### config.mk
export PLATFORM = sky130hd
export DESIGN_NAME = tcpc_tx_ctrl
export DESIGN_NICKNAME = d
export VERILOG_FILES = /design/src/rtl/tcpc_pkg.sv /design/src/rtl/tcpc_timer.sv /design/src/rtl/tcpc_tx_ctrl.sv
export SDC_FILE = /design/constraint.sdc
export NUM_CORES = 1
export LEC_CHECK = 0
export BUFFER_PORTS_ARGS = -buffer_cell sky130_fd_sc_hd__buf_4
export CAP_MARGIN = 20
export CORE_MARGIN = 3
export CORE_UTILIZATION = 35
export DETAILED_ROUTE_END_ITERATION = 6
export PLACE_DENSITY_LB_ADDON = 0.25
export SLEW_MARGIN = 0
export SYNTH_ARGS = -nofsm -noshare
export SYNTH_HDL_FRONTEND = slang
export SYNTH_HIERARCHICAL = 1
export SYNTH_SLANG_ARGS = --single-unit
### constraint.sdc
create_clock -name CLK -period 2.2 [get_ports CLK]
set_input_delay 0 -clock CLK [delete_from_list [all_inputs] [get_ports CLK]]
set_output_delay 0 -clock CLK [all_outputs]
set_load 0.005 [all_outputs]
### src/rtl/tcpc_pkg.sv
`default_nettype none
// tcpc_pkg: TRANSMIT type codes, ALERT bit positions and sequencer states for tcpc_tx_ctrl.
// Rev 1.0
package tcpc_pkg;

   localparam logic [2:0] TX_SOP         = 3'd0;
   localparam logic [2:0] TX_SOP_P       = 3'd1;
   localparam logic [2:0] TX_SOP_PP      = 3'd2;
   localparam logic [2:0] TX_DBG_P       = 3'd3;
   localparam logic [2:0] TX_DBG_PP      = 3'd4;
   localparam logic [2:0] TX_HARD_RESET  = 3'd5;
   localparam logic [2:0] TX_CABLE_RESET = 3'd6;
   localparam logic [2:0] TX_BIST        = 3'd7;

   localparam int ALERT_TX_FAILED    = 4;
   localparam int ALERT_TX_DISCARDED = 5;
   localparam int ALERT_TX_SUCCESS   = 6;

   typedef enum logic [2:0] {
      IDLE          = 3'd0,
      MSG_SEND      = 3'd1,
      MSG_WAIT_DONE = 3'd2,
      MSG_WAIT_CRC  = 3'd3,
      RST_SEND      = 3'd4,
      RST_WAIT      = 3'd5,
      BIST_WAIT     = 3'd6,
      REPORT        = 3'd7
   } tx_state_t;

   function automatic logic is_msg_type(input logic [2:0] t);
      case (t)
         TX_SOP, TX_SOP_P, TX_SOP_PP, TX_DBG_P, TX_DBG_PP: return 1'b1;
         default: return 1'b0;
      endcase
   endfunction

   function automatic logic is_reset_type(input logic [2:0] t);
      return (t == TX_HARD_RESET) || (t == TX_CABLE_RESET);
   endfunction

endpackage
`default_nettype wire

### src/rtl/tcpc_timer.sv
`default_nettype none
// tcpc_timer: loadable down-counter; expire is high for the single cycle the count sits at 1.
// Rev 1.0
module tcpc_timer #(
   parameter int TIMER_W = 13
) (
   input  logic               clk,
   input  logic               rst_n,
   input  logic               load,
   input  logic               clear,
   input  logic [TIMER_W-1:0] value,
   output logic               expire
);

   logic [TIMER_W-1:0] count;

   always_ff @(posedge clk or negedge rst_n) begin
      if (!rst_n) begin
         count <= '0;
      end else if (clear) begin
         count <= '0;
      end else if (load) begin
         count <= value;
      end else if (count != '0) begin
         count <= count - TIMER_W'(1);
      end
   end

   assign expire = (count == TIMER_W'(1));

endmodule
`default_nettype wire

### src/rtl/tcpc_tx_ctrl.sv
`default_nettype none
// tcpc_tx_ctrl: TRANSMIT request sequencer - message retry loop, Hard/Cable Reset, BIST carrier.
// Rev 1.0
module tcpc_tx_ctrl
   import tcpc_pkg::*;
#(
   parameter int CRC_TIMEOUT = 1000,
   parameter int HR_TIMEOUT  = 5000,
   parameter int TIMER_W     = 13
) (
   input  logic        CLK,
   input  logic        reset,
   input  logic [7:0]  TRANSMIT,
   input  logic        transmit_wr,
   input  logic        rx_busy,
   input  logic        hard_reset_rx,
   input  logic        phy_tx_done,
   input  logic        goodcrc,
   input  logic        PHY_Stop_Attempting_Reset,
   output logic        phy_tx_start,
   output logic [2:0]  phy_tx_sop,
   output logic        hardReset,
   output logic        cableReset,
   output logic [15:0] alert_set,
   output logic        busy
);

   tx_state_t          state, state_nxt;
   logic [1:0]         attempts_left, attempts_nxt;
   logic               start_nxt, hr_nxt, cr_nxt, busy_nxt;
   logic [2:0]         sop_nxt;
   logic [15:0]        alert_nxt;
   logic               tmr_load, tmr_clear, tmr_expire;
   logic [TIMER_W-1:0] tmr_value;
   logic               go_rst;
   logic [2:0]         wr_type;
   logic               wr_reset;
   logic               abortable;
   logic               unused_transmit;

   assign wr_type         = TRANSMIT[2:0];
   assign wr_reset        = transmit_wr && is_reset_type(wr_type);
   assign abortable       = state inside {MSG_SEND, MSG_WAIT_DONE, MSG_WAIT_CRC, BIST_WAIT};
   assign unused_transmit = ^{TRANSMIT[7:6], TRANSMIT[3]};

   tcpc_timer #(.TIMER_W(TIMER_W)) u_timer (
      .clk    (CLK),
      .rst_n  (reset),
      .load   (tmr_load),
      .clear  (tmr_clear),
      .value  (tmr_value),
      .expire (tmr_expire)
   );

   always_comb begin
      state_nxt    = state;
      attempts_nxt = attempts_left;
      start_nxt    = 1'b0;
      sop_nxt      = phy_tx_sop;
      hr_nxt       = 1'b0;
      cr_nxt       = 1'b0;
      alert_nxt    = '0;
      tmr_load     = 1'b0;
      tmr_clear    = 1'b0;
      tmr_value    = TIMER_W'(CRC_TIMEOUT);
      go_rst       = 1'b0;

      case (state)
         IDLE, REPORT: begin
            state_nxt = IDLE;
            if (transmit_wr) begin
               if (is_msg_type(wr_type)) begin
                  if (rx_busy) begin
                     state_nxt = REPORT;
                     alert_nxt[ALERT_TX_DISCARDED] = 1'b1;
                  end else begin
                     state_nxt    = MSG_SEND;
                     attempts_nxt = TRANSMIT[5:4];
                     start_nxt    = 1'b1;
                     sop_nxt      = wr_type;
                  end
               end else if (wr_type == TX_BIST) begin
                  state_nxt = BIST_WAIT;
                  start_nxt = 1'b1;
                  sop_nxt   = wr_type;
               end else begin
                  go_rst = 1'b1;
               end
            end
         end
         MSG_SEND: state_nxt = MSG_WAIT_DONE;
         MSG_WAIT_DONE: begin
            if (phy_tx_done) begin
               tmr_load  = 1'b1;
               state_nxt = MSG_WAIT_CRC;
            end
         end
         MSG_WAIT_CRC: begin
            // goodcrc is checked first so a reply on the expiry cycle still counts
            if (goodcrc) begin
               state_nxt = REPORT;
               tmr_clear = 1'b1;
               alert_nxt[ALERT_TX_SUCCESS] = 1'b1;
            end else if (tmr_expire) begin
               if (attempts_left != 2'd0) begin
                  attempts_nxt = attempts_left - 2'd1;
                  state_nxt    = MSG_SEND;
                  start_nxt    = 1'b1;
               end else begin
                  state_nxt = REPORT;
                  alert_nxt[ALERT_TX_FAILED] = 1'b1;
               end
            end
         end
         RST_SEND: begin
            tmr_load  = 1'b1;
            tmr_value = TIMER_W'(HR_TIMEOUT);
            state_nxt = RST_WAIT;
         end
         RST_WAIT: begin
            if (phy_tx_done) begin
               state_nxt = REPORT;
               tmr_clear = 1'b1;
               alert_nxt[ALERT_TX_SUCCESS] = 1'b1;
               alert_nxt[ALERT_TX_FAILED]  = 1'b1;
            end else if (PHY_Stop_Attempting_Reset || tmr_expire) begin
               state_nxt = REPORT;
               tmr_clear = 1'b1;
               alert_nxt[ALERT_TX_FAILED] = 1'b1;
            end
         end
         BIST_WAIT: begin
            if (phy_tx_done) begin
               state_nxt = REPORT;
               alert_nxt[ALERT_TX_SUCCESS] = 1'b1;
            end
         end
         default: state_nxt = IDLE;
      endcase

      // Aborts override whatever the in-flight request would have done this cycle
      if (abortable && (wr_reset || hard_reset_rx)) begin
         state_nxt = REPORT;
         start_nxt = 1'b0;
         tmr_load  = 1'b0;
         tmr_clear = 1'b1;
         alert_nxt = '0;
         alert_nxt[ALERT_TX_DISCARDED] = 1'b1;
         go_rst    = wr_reset;
      end

      if (go_rst) begin
         state_nxt = RST_SEND;
         start_nxt = 1'b1;
         sop_nxt   = wr_type;
         hr_nxt    = (wr_type == TX_HARD_RESET);
         cr_nxt    = (wr_type == TX_CABLE_RESET);
      end

      busy_nxt = !(state_nxt inside {IDLE, REPORT});
   end

   always_ff @(posedge CLK or negedge reset) begin
      if (!reset) begin
         state         <= IDLE;
         attempts_left <= 2'd0;
         phy_tx_start  <= 1'b0;
         phy_tx_sop    <= 3'd0;
         hardReset     <= 1'b0;
         cableReset    <= 1'b0;
         alert_set     <= 16'd0;
         busy          <= 1'b0;
      end else begin
         state         <= state_nxt;
         attempts_left <= attempts_nxt;
         phy_tx_start  <= start_nxt;
         phy_tx_sop    <= sop_nxt;
         hardReset     <= hr_nxt;
         cableReset    <= cr_nxt;
         alert_set     <= alert_nxt;
         busy          <= busy_nxt;
      end
   end

endmodule
`default_nettype wire

* Word-level counts from Yosys, hierarchy flattened *
Cells that the tools add are included.

cells by class
  $add $sub $neg = 2
  $mul = 0
  divide/modulo/power cells = 0
  magnitude comparators = 0
  equal/unequal tests = 23
  shift operators = 0
  multiplexer cells = 69
  bitwise logic cells = 0
  reduce and logical (&&, ||, !) cells = 23

operator list
  operator                                               number
  2-to-1 mux 3 bit                                       19
  2-to-1 mux 13 bit                                      4
  2-to-1 mux 1 bit                                       32
  equality test 3 bit (second input constant)            9
  one-hot mux 3 bit (7 select lines)                     1
  equality test 13 x 1 -> 1 bit (second input constant)  1
  nonzero test 13 bit                                    1
  subtractor 13 x 1 -> 13 bit (second input constant)    1
  equality test 3 x 2 -> 1 bit (second input constant)   4
  2-to-1 mux 2 bit                                       6
  inequality test 2 bit (second input constant)          5
  one-hot mux 1 bit (2 select lines)                     5
  nonzero test 2 bit                                     5
  logical NOT 3 bit                                      3
  2-to-1 mux 7 bit                                       1
  AND reduction 7 bit                                    1
  equality test 3 x 1 -> 1 bit (second input constant)   2
  nonzero test 3 bit                                     2
  OR reduction 5 bit                                     1
  one-hot mux 2 bit (2 select lines)                     1
  AND reduction 4 bit                                    1
  nonzero test 4 bit                                     1
  OR reduction 2 bit                                     2
  logical OR 1 bit                                       3
  5 further kinds                                        6

storage, ports and cells
  register bits after elaboration = 41
  latch bits = 0
  RAM bits = 0
  memory bits (read-only) = 0
  word-level logic and storage cells = 126
  memories kept = 0

* Depth between registers and ports, before layout *
  depth after elaboration = 13
  mapped depth = 10
  depth with buffers taken out = 8

* Cells and area by module *
Netlist, hierarchy kept.

by module, submodules not included
  module        times used  cells each  area an instance (sq um)  sequential area each (sq um)
  tcpc_tx_ctrl  1           124         1069.8                    375.4
  tcpc_timer    1           91          913.4                     325.3

* Worst setup path before layout *
OpenSTA, ideal clock, no wires.

  path type = reg2reg
  from = reg u_timer.count[2]
  to = reg busy
  setup time = 87 ps
  data arrival time = 1928 ps
  required time = 2113 ps
  setup slack = 184 ps
  cell stages (with the launch flop) = 9
  period minus slack after synthesis = 2016 ps
  path through = dfrtp_1 -> nor3_2 -> buf_2 -> and4_2 -> nor3_1 -> a2bb2oi_1 -> a21oi_1 -> or4_1 -> a22oi_1

on the way
  cells in the longest elaborated chain, start to end = 10
  elaborated cells on any way between the ends = 13
  those cells by class = eq/ne (2); mux (7); reduce/logical (4)

ends and longest elaborated chain
  what                                                      line                 RTL
  start, declared                                           tcpc_timer.sv:15     logic [TIMER_W-1:0] count;
  start signal, assigned                                    tcpc_timer.sv:23     count <= value;
  start signal, assigned                                    tcpc_timer.sv:25     count <= count - TIMER_W'(1);
  equality test 13 x 1 -> 1 bit *                           tcpc_timer.sv:29     assign expire = (count == TIMER_W'(1));
  net tmr_expire                                            tcpc_tx_ctrl.sv:33   logic tmr_load, tmr_clear, tmr_expire;
  logical OR 1 bit                                          tcpc_tx_ctrl.sv:126  end else if (PHY_Stop_Attempting_Reset || tmr_expire) begin
  2-to-1 mux 3 bit                                          tcpc_tx_ctrl.sv:126
  2-to-1 mux 3 bit                                          tcpc_tx_ctrl.sv:121  if (phy_tx_done) begin
  one-hot mux 3 bit (7 select lines) *                      tcpc_tx_ctrl.sv:68   case (state)
  2-to-1 mux 3 bit *                                        tcpc_tx_ctrl.sv:142  if (abortable && (wr_reset || hard_reset_rx)) begin
  2-to-1 mux 3 bit *                                        tcpc_tx_ctrl.sv:152  if (go_rst) begin
  equality test 3 bit or logical NOT 3 bit (tied branches)  tcpc_tx_ctrl.sv:160  busy_nxt = !(state_nxt inside {IDLE, REPORT});
  nonzero test 2 bit *                                      tcpc_tx_ctrl.sv:160
  logical NOT 1 bit *                                       tcpc_tx_ctrl.sv:160
  net busy_nxt                                              tcpc_tx_ctrl.sv:30   logic start_nxt, hr_nxt, cr_nxt, busy_nxt;
  end signal, assigned                                      tcpc_tx_ctrl.sv:181  busy <= busy_nxt;
  end, declared                                             tcpc_tx_ctrl.sv:25   output logic busy

Mark *: on every way through the listed nets, which the timed path passes. The rest lies on a longest branch.
A chain may end at the register's enable or synchronous reset.

* Final worst setup path *
  from = in TRANSMIT[1]
  to = reg u_timer.count[2]

on the way
  cells in the longest elaborated chain, start to end = 8
  elaborated cells on any way between the ends = 11
  those cells by class = eq/ne (2); mux (4); reduce/logical (5)

ends and longest elaborated chain
  what                 line                 RTL
  start, declared      tcpc_tx_ctrl.sv:13   input logic [7:0] TRANSMIT,
  equality test 3 bit  tcpc_pkg.sv:38       return (t == TX_HARD_RESET) || (t == TX_CABLE_RESET);
  logical OR 1 bit *   tcpc_pkg.sv:38
  logical AND 1 bit *  tcpc_tx_ctrl.sv:42   assign wr_reset = transmit_wr && is_reset_type(wr_type);
  logical OR 1 bit *   tcpc_tx_ctrl.sv:142
  logical AND 1 bit *  tcpc_tx_ctrl.sv:142
  2-to-1 mux 1 bit *   tcpc_tx_ctrl.sv:142
  net tmr_load         tcpc_tx_ctrl.sv:33
  2-to-1 mux 13 bit    tcpc_timer.sv:22     end else if (load) begin
  2-to-1 mux 13 bit    tcpc_timer.sv:20     end else if (clear) begin

Marked as above.

==> run summary <==
clock slew at reported path FFs - 100 ps
slowest cell on the critical path - dlygate4sd3_1
Fillers - 527
Cell Int Power - 1.83 mW
Compound-Gate Fraction of Synth Area - 16.8%
area grow syn2layout - 21.9%
critical path launch point type - primary input
Synth Area in XOR/XNOR - 5.30%
synth unique cells - 56
Crit Path Max Fanout - 11
starting density of the core - 37.4%
crit-path cells - dlygate4sd3_1 > buf_4 > xor2_2 > a31oi_4 > nand4b_1 > a21oi_1 > nor3b_1 > nand4_2 > nor2b_4 > buf_12 > and2_2
status - finished, final reports clean
Reg power frac - 29.4%
Critical path buffers and inverters - 3
Final period util - 93.6%
DIE AREA - 6610 sq um
Final Hold Viols - 0
switching power - 1.23 mW
flops & latches, synth - 28
number of global-route vias before repair - 1496
ANT nets after route - 0
Crit path max-delay family - simple AND/OR/NAND/NOR gates
die span in y - 81.3 um
Yosys top cell by area - dfrtp_1
WL/cell - 12.2 um
H-tree depth - 1
# diodes - 0
Leak Pwr - 1.13 nW
Peak Freq - 486 MHz
Final Util - 45.6%
DRT Pass-1 Iters - 4
NumNets Final - 280
Hold Path Class - in2reg
row count - 26
first-pass GRT wire length - 6870 um
DRC viols - 0
clk sink count - 28
adder-cell share of the synthesized area - 2.52%
Clock Skew - 6.31 ps
initial antenna violation count - 0
post-layout min period - 2060 ps
Die X - 81.3 um
combinational power share - 59.7%
pre-CTS WS - 101 ps
dominant combinational cell family by area after synthesis - simple AND/OR/NAND/NOR gates
final setup violation count - 0
Critical Path RT - 2380 ps
Synth Warn # - 6
setup ws final - 141 ps
crit-path max cell delay - 540 ps
grt ovf - 0
detailed-route wire length - 4020 um
Peak VDD IR - 0.584 mV
synth top area cells - dfrtp_1, buf_4, xnor2_1
Root Driver - clkbuf_8
Worst-Skew Late Latency - 280 ps
Post-synth ARST share - 100%
sequential fraction of the synthesis area - 35.3%
fin. max-slew vios - 0
mux share of post-synthesis cell area - 2.71%
Longest Clk Path Bufs - 2
vias - 1599
core area - 5300 sq um
share of layout cells above drive strength 1 - 23.6%
clock share of power - 10.9%
All-Layer GR Usage - 13.2%
DR iter-0 viols - 54
Synth top area share - 35.3%
Post-Synth Simple-Gate Area - 28.2%
CTS buffer count - 3
Netlist Area Pre-Place - 1980 sq um
Avg Cell Area, Syn - 9.22 sq um
switching fraction of total power - 40.1%
endpoint type of the worst setup path - flop
Power Dens Cells - 1270 nW/um^2
Syn Inst Count - 215
Critical Path AT - 2230 ps
number of synthesized flops with an enable pin - 0
largest net degree at the start of global routing - 29
Top FF cell, synth - dfrtp_1
post-DR vias/cell - 4.86
Crit Path Class - in2reg
# port buffers - 22
Post-DP HPWL - 2960 um
GP Congestion - 0.775
Max-Cap Viols - 0
CTS tree - yes
io pins - 39
## per-stage QoR
step / std cells / cell area, sq um / setup TNS [ps] / hold WS [ps] / power [mW]
2_1_floorplan: 236 / 2060 / 0 / -296 / 2.19
6_report: 329 / 2420 / 0 / 31.0 / 3.06
4_1_cts: 328 / 2370 / 0 / 29.0 / 3.00
5_1_grt: 329 / 2420 / -3.46 / 45.7 / 3.36
3_3_place_gp: 318 / 2250 / 0 / -51.2 / 2.62
3_5_place_dp: 318 / 2250 / 0 / -42.3 / 2.65
## cell usage in the layout (no fill, tap or decap), drive strengths merged, types with 2 or more instances in the layout
cell / n
buf: 35
dfrtp: 28
conb: 23
nor2: 18
nand2: 14
nand2b: 12
xnor2: 10
nor3: 10
o21ai: 9
o211a: 8
a21oi: 7
inv: 6
dlygate4sd3: 6
nand4: 6
nand3: 5
nor3b: 5
ha: 4
clkbuf: 4
nor2b: 4
and2: 4
nor4: 4
mux2: 3
a31oi: 3
a21o: 2
a31o: 2
nand3b: 2
or2: 2
a211oi: 2
a221oi: 2
mux2i: 2
nand4b: 2
and3: 2
xor2: 2
## routing by layer
| layer | wire length, um | part of all wire [%] | GRT usage [%] |
|---|---|---|---|
| met1 | 1730 | 43 | 15.3 |
| met2 | 2100 | 52 | 24.4 |
| met3 | 152 | 3.8 | 3.10 |
| met4 | 37 | 0.92 | 2.70 |
| met5 | 0 | 0 | 0 |
## synth_stat cells, types with 4 or more instances
cell and count:
dfrtp_1 28, nor2_1 18, nand2_1 14, buf_4 13
nand2b_1 12, xnor2_1 10, o211a_1 8, o21ai_0 8
a21oi_1 7, nor3_1 7, inv_1 6, nand3_1 5
nand4_1 5, ha_1 4, nor3b_1 4
## worst min-delay path, stage by stage
cell     delay, ps
buf_4           80
nor3_1          40
a21oi_1        110
nor2_1          50
## logic make-up after synthesis
group | after synthesis
simple gates | 93
compound gates | 43
flops | 28
buf+inv | 28
xor+xnor | 12
mux | 5
fa+ha+maj | 4
other cells | 2
## state kept, by name, summed over array words and instances, names as in the netlist
register / cells
u_timer/count: 13
alert_set: 3
phy_tx_sop: 3
state: 3
attempts_left: 2
busy: 1
cableReset: 1
hardReset: 1
phy_tx_start: 1
## repair_timing
action,in CTS,in global routing
resized for setup,0,6
hold endpoints to repair,34,0
setup buffers,0,1
setup endpoints to repair,0,15
hold buffers,6,0
## power by group through the flow
stage	Combinational, mW	Sequential [mW]	Clock (mW)
after floorplan	1.31	0.884	0
after global placement	1.71	0.910	0
after detailed placement	1.73	0.911	0
after CTS	1.75	0.902	0.343
after global routing	2.07	0.929	0.365
final	1.83	0.899	0.333
## cell type report
class,count,area [sq um],area share [%]
clock buffers,4,55.1,2.28
inverters,6,22.5,0.932
flip-flops and latches,28,701,29.0
multi-input cells,180,1210,50.2
repair buffers,41,339,14.0
well taps,70,87.6,3.62
## worst paths after layout
path,startpoint,end,slack (ps),depth (start not counted)
setup reg to reg,u_timer/count[6]$_DFFE_PN0P_,u_timer/count[0]$_DFFE_PN0P_,200,7
max in group asynchronous,reset,u_timer/count[12]$_DFFE_PN0P_,1740,2
hold reg to reg,phy_tx_sop[0]$_DFFE_PN0P_,phy_tx_sop[0]$_DFFE_PN0P_,510,1
hold / removal,goodcrc,alert_set[4]$_DFF_PN0_,30,4
min in group asynchronous,reset,hardReset$_DFF_PN0_,180,2
setup / recovery,TRANSMIT[1],u_timer/count[2]$_DFFE_PN0P_,140,11
Note: power is estimated with default switching activity, not from simulation.
